--- src/rtl/tmu2_linefill_pkg.sv ---
// tmu2_linefill_pkg
//   Shared constants for the TMU2 texture-cache line-fill engine: FML burst
//   geometry, cache line geometry and the fill FSM state encodings.
package tmu2_linefill_pkg;

  // One cache line is fetched as a single FML burst of four 64-bit beats.
  localparam int FML_BEATS  = 4;
  localparam int FML_DW     = 64;
  localparam int LINE_BYTES = 32;
  localparam int LINE_SHIFT = 5;

  // Fill FSM state encodings.
  localparam logic [1:0] ST_IDLE   = 2'd0;
  localparam logic [1:0] ST_REQ    = 2'd1;
  localparam logic [1:0] ST_DATA   = 2'd2;
  localparam logic [1:0] ST_FINISH = 2'd3;

endpackage

--- src/rtl/tmu2_linefill.sv ---
// tmu2_linefill
//   Texture-cache line-fill engine. Accepts a miss request (memory line
//   address + cache line index), issues one 4-beat FML burst read, writes the
//   returned beats into the cache data RAM write port and pulses done once
//   the whole line is in the RAM.
//
// Ports
//   sys_clk, sys_rst          clock, synchronous active-high reset
//   req_valid/req_ready       fill request handshake (ready only when idle)
//   req_adr                   memory line address (32-byte units)
//   req_idx                   destination cache line index
//   fml_adr/fml_stb/fml_ack   FML burst request (byte address, low 5 bits 0)
//   fml_di                    FML read data, beats in A+1..A+4
//   wa/we/wd                  cache data RAM write port
//   done/done_idx             one-cycle completion pulse and its line index
//   busy                      high whenever the engine is not idle
//
// All outputs are registered. Writes land on the RAM port in A+2..A+5 and
// done follows in A+6, so a reader presenting the line address on or after
// done always sees the new data.
module tmu2_linefill
  import tmu2_linefill_pkg::*;
#(
  parameter int cache_depth = 13,
  parameter int fml_depth   = 26
) (
  input  logic                     sys_clk,
  input  logic                     sys_rst,

  input  logic                     req_valid,
  output logic                     req_ready,
  input  logic [fml_depth-6:0]     req_adr,
  input  logic [cache_depth-6:0]   req_idx,

  output logic [fml_depth-1:0]     fml_adr,
  output logic                     fml_stb,
  input  logic                     fml_ack,
  input  logic [FML_DW-1:0]        fml_di,

  output logic [cache_depth-4:0]   wa,
  output logic                     we,
  output logic [FML_DW-1:0]        wd,

  output logic                     done,
  output logic [cache_depth-6:0]   done_idx,
  output logic                     busy
);

  logic [1:0]               state_reg;
  logic [cache_depth-6:0]   idx_reg;
  // Beat counter; it only ever counts within its 2-bit field, so the low
  // word-address bits of a line never carry into the line index.
  logic [1:0]               cnt_reg;

  localparam logic [1:0] LAST_BEAT = 2'(FML_BEATS - 1);

  always_ff @(posedge sys_clk) begin
    if (sys_rst) begin
      state_reg <= ST_IDLE;
      idx_reg   <= '0;
      cnt_reg   <= '0;
      req_ready <= 1'b1;
      fml_adr   <= '0;
      fml_stb   <= 1'b0;
      wa        <= '0;
      we        <= 1'b0;
      wd        <= '0;
      done      <= 1'b0;
      done_idx  <= '0;
      busy      <= 1'b0;
    end else begin
      // Strobe-like outputs default low; each state raises what it needs.
      we   <= 1'b0;
      done <= 1'b0;

      case (state_reg)
        ST_IDLE: begin
          if (req_valid && req_ready) begin
            idx_reg   <= req_idx;
            fml_adr   <= {req_adr, {LINE_SHIFT{1'b0}}};
            fml_stb   <= 1'b1;
            req_ready <= 1'b0;
            busy      <= 1'b1;
            state_reg <= ST_REQ;
          end
        end

        ST_REQ: begin
          // fml_stb/fml_adr simply hold until the controller acknowledges.
          if (fml_ack) begin
            fml_stb   <= 1'b0;
            cnt_reg   <= '0;
            state_reg <= ST_DATA;
          end
        end

        ST_DATA: begin
          // Every cycle here carries one beat; forward it straight to the
          // RAM port through the output registers.
          we      <= 1'b1;
          wd      <= fml_di;
          wa      <= {idx_reg, cnt_reg};
          cnt_reg <= cnt_reg + 2'd1;
          if (cnt_reg == LAST_BEAT) begin
            state_reg <= ST_FINISH;
          end
        end

        ST_FINISH: begin
          // The last write is on the RAM port this cycle; done goes out one
          // edge later so it never precedes the data.
          done      <= 1'b1;
          done_idx  <= idx_reg;
          req_ready <= 1'b1;
          busy      <= 1'b0;
          state_reg <= ST_IDLE;
        end

        default: begin
          state_reg <= ST_IDLE;
        end
      endcase
    end
  end

endmodule

--- config.mk ---
export PLATFORM = sky130hd
export DESIGN_NAME = tmu2_linefill
export DESIGN_NICKNAME = d
export VERILOG_FILES = /design/src/rtl/tmu2_linefill_pkg.sv /design/src/rtl/tmu2_linefill.sv
export SDC_FILE = /design/constraint.sdc
export NUM_CORES = 1
export LEC_CHECK = 0
export BUFFER_PORTS_ARGS = -buffer_cell sky130_fd_sc_hd__buf_2
export CAP_MARGIN = 20
export CORE_MARGIN = 2
export CORE_UTILIZATION = 30
export CTS_CLUSTER_SIZE = 14
export DETAILED_ROUTE_END_ITERATION = 7
export HOLD_SLACK_MARGIN = 0.02
export SYNTH_ARGS = -nofsm -noshare
export SYNTH_HDL_FRONTEND = slang
export SYNTH_SLANG_ARGS = --single-unit
--- constraint.sdc ---
create_clock -name sys_clk -period 2.6 [get_ports sys_clk]
set_clock_uncertainty 0.1 [all_clocks]
set_input_delay 0.52 -clock sys_clk [delete_from_list [all_inputs] [get_ports sys_clk]]
set_output_delay 0.52 -clock sys_clk [all_outputs]
set_load 0.005 [all_outputs]
==> metrics.yaml, run 1 <==
outcome:
  status: "completed"
worst_setup_path:
  cpPeakStageDelay_ns: 0.51
  cp-end-kind: "flop"
  path_delay_family: "adder cells"
  crit_buf_inv: 2
  arrival_ns: 1.99
  critical-path-slowest-cell: "ha_4"
  required_ns: 2.77
  path_cells: "inv_1 > ha_4 > buf_12 > mux2i_1 > nor2_1"
  timing.setup.critical_path_class: "flop to flop"
  crit_path_start_kind: "flop"
  critPathMaxFanout: 31
sta:
  tns_ns: 0
  timing.final.crit_share_pct: 70.1
  fmaxAchievable_mhz: 549
  worst_pin_slew_ns: 0.662
  setup_viol: 0
  report.final.hold_viol_count: 0
  fin_crit_ns: 1.82
  relSlewSlack_pct: 55.9
  slew_viol_final: 0
  rsz0062_at_grt: "no"
logic_synthesis:
  synthSimpleGateAreaFrac_pct: 14.0
  synth_top_family_by_area: "multiplexers"
  seq_area_frac_synth_pct: 54.8
  ys_types: 26
  ys_seq_elements: 120
  synth-compound-area-share_pct: 5.14
  syn_avg_cell_area_sq_um: 9.83
  syn_area_sq_um: 4380
  synthMuxAreaShare_pct: 19.2
  synthXorXnorAreaFrac_pct: 0
  synthAdderAreaFrac_pct: 1.71
  synth_cells: 446
  yosys_warnings: 0
global_route:
  grt_pass1_vias: 3573
  antenna_found_initial: 0
  grt_pass1_wl_mm: 17.2
  overflow: 0
  grt_max_degree: 54
  grt_use_total_pct: 13.7
final_layout:
  nFillCells: 1408
  fin_area_sq_um: 6150
  drive_above_1_share_pct: 36.8
  final_nets: 748
  area_growth_pct: 40.4
  largest_register_ffs: 64
  top_regs: "wd x64, fml_adr x21, wa x10"
  top_register: "wd"
  insertedDiodeCount: 0
clocking:
  clkSlewWorstSetupHoldPaths_ns: 0.05
  post_cts_buffers: 0
  h-tree-depth: 4
  clock-sinks: 120
  hold_buffers: 0
  cts_buffer_depth: 2
  cts_resized: 0
  cts_tree: "yes"
  clockRootBuffer: "clkbuf_16"
  clock_latency_ns: 0.41
  cts_buffers: 17
detailed_routing:
  post-route-drc-count: 0
  vias_per_cell: 4.39
  wl_per_cell_microns: 12.8
  drt-initial-drc-count: 125
  antenna_left: 0
  firstDrtPassIters: 4
  num_vias: 3689
  wirelength_mm: 10.7
floorplanning:
  io_pins: 210
  core_area_sq_um: 14400
  dieArea_sq_um: 15600
  dieWidth_microns: 125
  dieHeight_microns: 125
  num_rows: 44
  initial_core_util_pct: 30.4
placement:
  post_dp_cell_area_sq_um: 5550
  dp_hpwl_mm: 7.61
  io_buffer_count: 204
  gp_congestion: 0.722
power:
  p_per_area_nw_per_um2: 1050
  peakVddDrop_mv: 0.416
  leakagePower_nw: 2.81
hold_path:
  hold_class: "input pin to flop"
job:
  maxCapViolations: 0
cell type report:
class	count	area, sq um	share of cell area, %
Timing Repair Buffer	211	1110	18.1
Tap cell	184	230	3.74
Multi-Input combinational cell	291	1790	29.0
Clock buffer	24	492	7.99
Inverter	4	15.0	0.244
Clock inverter	7	116	1.89
Sequential cell	120	2400	39.0
layout by cell type (no fill, tap or decap), types with 2 or more instances in the layout:
cell type	instances
dfxtp_1	120
nor2b_1	3
mux2i_1	84
o21bai_1	3
nor2_1	83
nand2_1	61
clkbuf_8	4
inv_1	4
a21oi_1	33
clkbuf_16	17
conb_1	5
bufinv_16	3
nand2b_1	3
buf_2	203
ha_1	5
clkbuf_1	3
buf_12	3
clkinv_2	2
buf_4	5
tightest hold or removal path: stages:
cell,delay (ns)
buf_2,0.07
mux2i_1,0.05
nor2_1,0.07
layer usage:
layer	vias up	part of all wire [%]	track usage [%]
met4	0	0.97	4.90
met3	9	8.5	6.01
met5	-	0	0
met1	1684	43	15.9
met2	142	47	22.4
li1	1854	-	-
logic make-up after synthesis:
| family | after synthesis |
|---|---|
| buffers and inverters | 39 |
| AO/OA/AOI/OAI | 41 |
| adder cells (fa/ha/maj) | 6 |
| flip-flops | 120 |
| other | 1 |
| AND/OR/NAND/NOR | 155 |
| multiplexers | 84 |
cell usage after synthesis (all sizes together):
cell | n | share of area [%]
nand3b | 1 | 0.17
nand2 | 61 | 5.2
nor2 | 83 | 7.1
buf | 30 | 4.3
a211o | 1 | 0.20
mux2i | 84 | 19
and3 | 1 | 0.17
clkbuf | 5 | 0.43
nand2b | 3 | 0.43
o21bai | 3 | 0.51
a21oi | 33 | 3.8
nor2b | 3 | 0.43
a32oi | 1 | 0.20
conb | 1 | 0.086
nand3 | 1 | 0.11
inv | 4 | 0.34
a21boi | 1 | 0.17
o21ai | 1 | 0.11
nor4 | 1 | 0.14
a211oi | 1 | 0.17
and2b | 1 | 0.20
dfxtp | 120 | 55
ha | 6 | 1.7
final timing paths:
check                       startpoint                       end  slack (ns)  depth (start not counted)
max          state_reg[0]$_SDFFE_PP0P_        wa[1]$_SDFFE_PP0P_        0.78                          5
min                         fml_di[51]       wd[51]$_SDFFE_PP0P_        0.24                          3
max reg2reg  state_reg[0]$_SDFFE_PP0P_        wa[1]$_SDFFE_PP0P_        0.78                          5
min reg2reg   fml_adr[16]$_SDFFE_PP0P_  fml_adr[16]$_SDFFE_PP0P_        0.35                          2
power by group:
| group | total, W | switching, W | internal, W |
|---|---|---|---|
| registers | 0.00238 | 0.000194 | 0.00219 |
| logic | 0.00172 | 0.000890 | 0.000831 |
| clock network | 0.00239 | 0.000785 | 0.00160 |
stage by stage:
step / worst slack, ns / total power, W / hold WS, ns / util [%] / cells
2_1_floorplan: 1.09 / 0.00359 / 0.349 / - / 450
3_3_place_gp: 0.823 / 0.00410 / 0.339 / 38.5 / 810
3_5_place_dp: 0.778 / 0.00416 / 0.344 / 38.5 / 810
4_1_cts: 0.752 / 0.00659 / 0.227 / 42.7 / 841
5_1_grt: 0.621 / 0.00688 / 0.241 / 42.7 / 841
6_report: 0.778 / 0.00649 / 0.244 / 42.7 / 841
No activity file was read; power rests on OpenSTA's default activity.
==> run 2, diff against run 1 <==
==> constraint.sdc (replaced) <==
create_clock -name sys_clk -period 1.9 [get_ports sys_clk]
set_clock_uncertainty 0.1 [all_clocks]
set_input_delay 0.38 -clock sys_clk [delete_from_list [all_inputs] [get_ports sys_clk]]
set_output_delay 0.38 -clock sys_clk [all_outputs]
set_load 0.005 [all_outputs]
==> metrics.yaml, run 2 (synthesis gave the netlist of run 1 again) <==
worst_setup_path:
  required_ns: 2.12
  timing.setup.critical_path_class: "flop to flop"
  worstRegToRegCells: 5
  rr_startpoint: "state_reg[1]$_SDFFE_PP0P_"
  critPathMaxFanout: 5
  cp-end-kind: "flop"
  arrival_ns: 1.91
  reg2reg_setup_slack_ns: 0.20
  crit_path_start_kind: "flop"
  r2r-end: "state_reg[0]$_SDFFE_PP0P_"
global_route:
  antenna_found_initial: 0
  grt_pass1_wl_mm: 17.4
  grt_use_total_pct: 13.9
  overflow: 0
  grt_pass1_vias: 3677
  grt_max_degree: 44
final_layout:
  top_regs: "wd x64, fml_adr x21, wa x10"
  final_common_cell: "buf_2"
  drive_above_1_share_pct: 36.9
  area_growth_pct: 41.0
  final_nets: 749
  insertedDiodeCount: 0
  final_util_pct: 42.9
  layout.cells.most_common_list: "203 x buf_2, 120 x dfxtp_1, 84 x mux2i_1"
  largest_register_ffs: 64
  top_register: "wd"
  stdcell_count: 842
clocking:
  clkSlewWorstSetupHoldPaths_ns: 0.05
  h-tree-depth: 4
  clockRootBuffer: "clkbuf_16"
  clock_latency_ns: 0.40
  cts_buffers: 17
  clock-sinks: 120
  post_cts_buffers: 0
  cts_buffer_depth: 2
  cts_tree: "yes"
job:
  maxCapViolations: 0
hold_path:
  hold_class: "input pin to flop"
  hold_end: "wd[34]$_SDFFE_PP0P_"
  hp-start: "fml_di[34]"
  whs_path_depth: 3
floorplanning:
  initial_core_util_pct: 30.4
  dieWidth_microns: 125
  io_pins: 210
  core_area_sq_um: 14400
  dieArea_sq_um: 15600
  dieHeight_microns: 125
  num_rows: 44
sta:
  fin_crit_ns: 1.70
  report.final.hold_viol_count: 0
  slew_viol_final: 0
  rsz0062_at_grt: "no"
  layout_setup_ws_ns: 0.201
  setup_viol: 0
  fmaxAchievable_mhz: 588
  tns_ns: 0
  timing.final.crit_share_pct: 89.4
detailed_routing:
  wl_per_cell_microns: 12.7
  antenna_left: 0
  firstDrtPassIters: 4
  post-route-drc-count: 0
  vias_per_cell: 4.36
  drt-initial-drc-count: 98
  num_vias: 3674
  wirelength_mm: 10.7
outcome:
  status: "completed"
power:
  p_per_area_nw_per_um2: 1440
  peakVddDrop_mv: 0.683
  power_w: 0.00888
  leakagePower_nw: 2.82
placement:
  dp_hpwl_mm: 7.67
  io_buffer_count: 204
  place_ws_ns: 0.124
  dp.cells: 811
  gp_congestion: 0.747
## run 2: changes by cell type in the layout (fill, tap and decap cells not counted), sizes merged
cell	before	now
clkinvlp	1	2
buf	211	212
clkbuf	24	23
## run 2: how the worst max path moves through the flow
| stage | from | to | slack (ns) | cells after the start |
|---|---|---|---|---|
| finish | state_reg[1]$_SDFFE_PP0P_ | state_reg[0]$_SDFFE_PP0P_ | 0.20 | 5 |
| global route | state_reg[0]$_SDFFE_PP0P_ | wd[62]$_SDFFE_PP0P_ | 0.06 | 5 |
| CTS | state_reg[0]$_SDFFE_PP0P_ | idx_reg[6]$_SDFFE_PP0P_ | 0.1 | 5 |
| detailed placement | state_reg[0]$_SDFFE_PP0P_ | idx_reg[6]$_SDFFE_PP0P_ | 0.12 | 5 |
| global placement | state_reg[0]$_SDFFE_PP0P_ | fml_stb$_SDFFE_PP0P_ | 0.19 | 5 |
| floorplan | state_reg[0]$_SDFFE_PP0P_ | busy$_SDFFE_PP0P_ | 0.39 | 7 |
## run 2: final cells by class
cell class                      instances  area (sq um)
Tap cell                              184           230
Clock buffer                           23           478
Inverter                                4          15.0
Fill cell                            1425          8240
Clock inverter                          8           120
Timing Repair Buffer                  212          1150
Sequential cell                       120          2400
Multi-Input combinational cell        291          1790
## run 2: power breakdown
group / switching (W) / leakage, nW / internal, W
Combinational: 0.00122 / 1.55 / 0.00117
Sequential: 0.000266 / 0.974 / 0.00300
Clock: 0.00107 / 0.289 / 0.00215
## run 2: per-stage QoR
stage | hold WS, ns | area (sq um)
after detailed placement | 0.344 | 5580
after global placement | 0.338 | 5580
final | 0.109 | 6180
after CTS | 0.0867 | 6180
after global routing | 0.0954 | 6180
after floorplan | 0.349 | 4400
## run 2: layer usage
layer | global-route usage (%) | vias to the layer above | share of wire (%)
li1 | - | 1852 | -
met3 | 5.71 | 9 | 7.4
met4 | 4.51 | 0 | 1.0
met2 | 24.0 | 124 | 48
met1 | 15.5 | 1689 | 44
met5 | 0 | - | 0
## run 2: worst max-delay path, cell delays in order, from the launching register on
cell and delay [ns]:
dfxtp_1 0.41, inv_1 0.11, ha_1 0.24, a21boi_1 0.19
a211o_1 0.32, a211oi_1 0.24
## run 2: repair_timing
item	in CTS	in global routing
hold endpoints to repair	0	0
endpoints found under the setup margin	0	19
hold buffers	0	0
resized for setup	0	1
==> run 3, diff against run 2 <==
--- a/config.mk
+++ b/config.mk
@@ -8,10 +8,11 @@
 export BUFFER_PORTS_ARGS = -buffer_cell sky130_fd_sc_hd__buf_2
 export CAP_MARGIN = 20
 export CORE_MARGIN = 2
-export CORE_UTILIZATION = 30
+export CORE_UTILIZATION = 40
 export CTS_CLUSTER_SIZE = 14
 export DETAILED_ROUTE_END_ITERATION = 7
 export HOLD_SLACK_MARGIN = 0.02
+export PLACE_DENSITY = 0.71
 export SYNTH_ARGS = -nofsm -noshare
 export SYNTH_HDL_FRONTEND = slang
 export SYNTH_SLANG_ARGS = --single-unit
==> metrics.yaml, run 3 (synthesis gave the netlist of run 1 again) <==
outcome:
  status: "completed"
job:
  maxCapViolations: 0
power:
  leakagePower_nw: 3.07
  p_per_area_nw_per_um2: 1280
  peakVddDrop_mv: 0.759
hold_path:
  hold_class: "input pin to flop"
final_layout:
  final_common_cell: "buf_2"
  layout.cells.most_common_list: "203 x buf_2, 120 x dfxtp_1, 84 x mux2i_1"
  largest_register_ffs: 64
  top_register: "wd"
  fin_area_sq_um: 6770
  drive_above_1_share_pct: 33.4
  area_growth_pct: 54.5
  top_regs: "wd x64, fml_adr x21, wa x10"
  insertedDiodeCount: 0
  nFillCells: 871
  final_nets: 818
worst_setup_path:
  crit_path_start_kind: "flop"
  timing.setup.critical_path_class: "flop to flop"
  critPathMaxFanout: 5
  required_ns: 2.20
  arrival_ns: 2.03
  cp-end-kind: "flop"
sta:
  setup_viol: 0
  slew_viol_final: 0
  fin_crit_ns: 1.73
  whs_ns: 0.0343
  fmaxAchievable_mhz: 577
  report.final.hold_viol_count: 0
  rsz0062_at_grt: "no"
  tns_ns: 0
  timing.final.crit_share_pct: 91.2
global_route:
  grt_pass1_vias: 3976
  met2_usage_pct: 34.7
  antenna_found_initial: 0
  grt_max_degree: 43
  overflow: 0
  grt_use_total_pct: 19.6
  grt_pass1_wl_mm: 18.3
  use_met1_pct: 21.8
  grt_use_met3_pct: 6.81
  busiest_layer: "met2"
clocking:
  cts_buffers: 17
  post_cts_buffers: 0
  h-tree-depth: 4
  cts_tree: "yes"
  clock-sinks: 120
  cts_buffer_depth: 2
  clock_latency_ns: 0.49
  clkSlewWorstSetupHoldPaths_ns: 0.06
  clockRootBuffer: "clkbuf_8"
floorplanning:
  dieHeight_microns: 109
  initial_core_util_pct: 40.8
  core_area_sq_um: 10700
  dieArea_sq_um: 11800
  io_pins: 210
  num_rows: 38
  dieWidth_microns: 109
detailed_routing:
  num_vias: 3991
  vias_per_cell: 4.60
  antenna_left: 0
  post-route-drc-count: 0
  firstDrtPassIters: 5
  wl_per_cell_microns: 13.3
  drt-initial-drc-count: 180
  wirelength_mm: 11.6
placement:
  io_buffer_count: 204
  post_dp_cell_area_sq_um: 5510
  gp_congestion: 0.765
  dp_hpwl_mm: 7.38
[run 3: cell types whose count changed in the layout (fill, tap and decap cells not counted)]
cell	previous run	this run
dlygate4sd3_1	0	71
clkinvlp_4	2	5
buf_4	4	2
bufinv_16	3	1
clkinv_4	0	2
clkbuf_1	3	2
clkbuf_16	17	16
[run 3: power by group]
part | leakage (nW) | switching (W) | internal [W]
Clock | 0.256 | 0.00112 | 0.00180
Sequential | 0.974 | 0.000270 | 0.00300
Combinational | 1.84 | 0.00125 | 0.00126
Total | 3.07 | 0.00264 | 0.00605
[run 3: worst paths after layout]
kind                             startpoint                         to  cells past startpoint  slack (ns)
hold reg to reg    fml_adr[12]$_SDFFE_PP0P_   fml_adr[12]$_SDFFE_PP0P_                      2        0.35
setup / recovery  state_reg[0]$_SDFFE_PP0P_  state_reg[0]$_SDFFE_PP0P_                      5        0.17
setup reg to reg  state_reg[0]$_SDFFE_PP0P_  state_reg[0]$_SDFFE_PP0P_                      5        0.17
hold / removal                   fml_di[11]        wd[11]$_SDFFE_PP0P_                      3        0.03
[run 3: layout make-up]
class,instances,area [sq um],share of cell area [%]
Sequential cell,120,2400,35.5
Timing Repair Buffer,281,1840,27.2
Multi-Input combinational cell,291,1790,26.4
Clock buffer,21,449,6.63
Tap cell,140,175,2.59
Clock inverter,11,100,1.48
Inverter,4,15.0,0.222
[run 3: worst max-delay path: stages (launching register included)]
cell and delay [ns]:
dfxtp_1 0.37, inv_1 0.12, ha_1 0.26, a21boi_1 0.18
a211o_1 0.32, a211oi_1 0.28
[run 3: layer usage]
layer  vias to the layer above  routed length (microns)
met1                      1817                     4640
met5                         -                        0
met4                         0                      246
li1                       1995                        -
met3                        21                      873
met2                       158                     5810
[run 3: timing repair]
action	in CTS	in global routing
hold endpoints to repair	70	1
endpoints found under the setup margin	0	1
gates resized for setup	0	1
hold buffers	70	1
[run 3: stage by stage]
step | total power (W) | setup WS (ns) | instances | util, %
finish | 0.00869 | 0.167 | 868 | 63.0
global route | 0.00920 | 0.0895 | 868 | 63.0
CTS | 0.00875 | 0.121 | 867 | 62.9
detailed placement | 0.00570 | 0.133 | 765 | 51.3
global placement | 0.00559 | 0.216 | 765 | 51.3
floorplan | 0.00491 | 0.385 | 450 | -
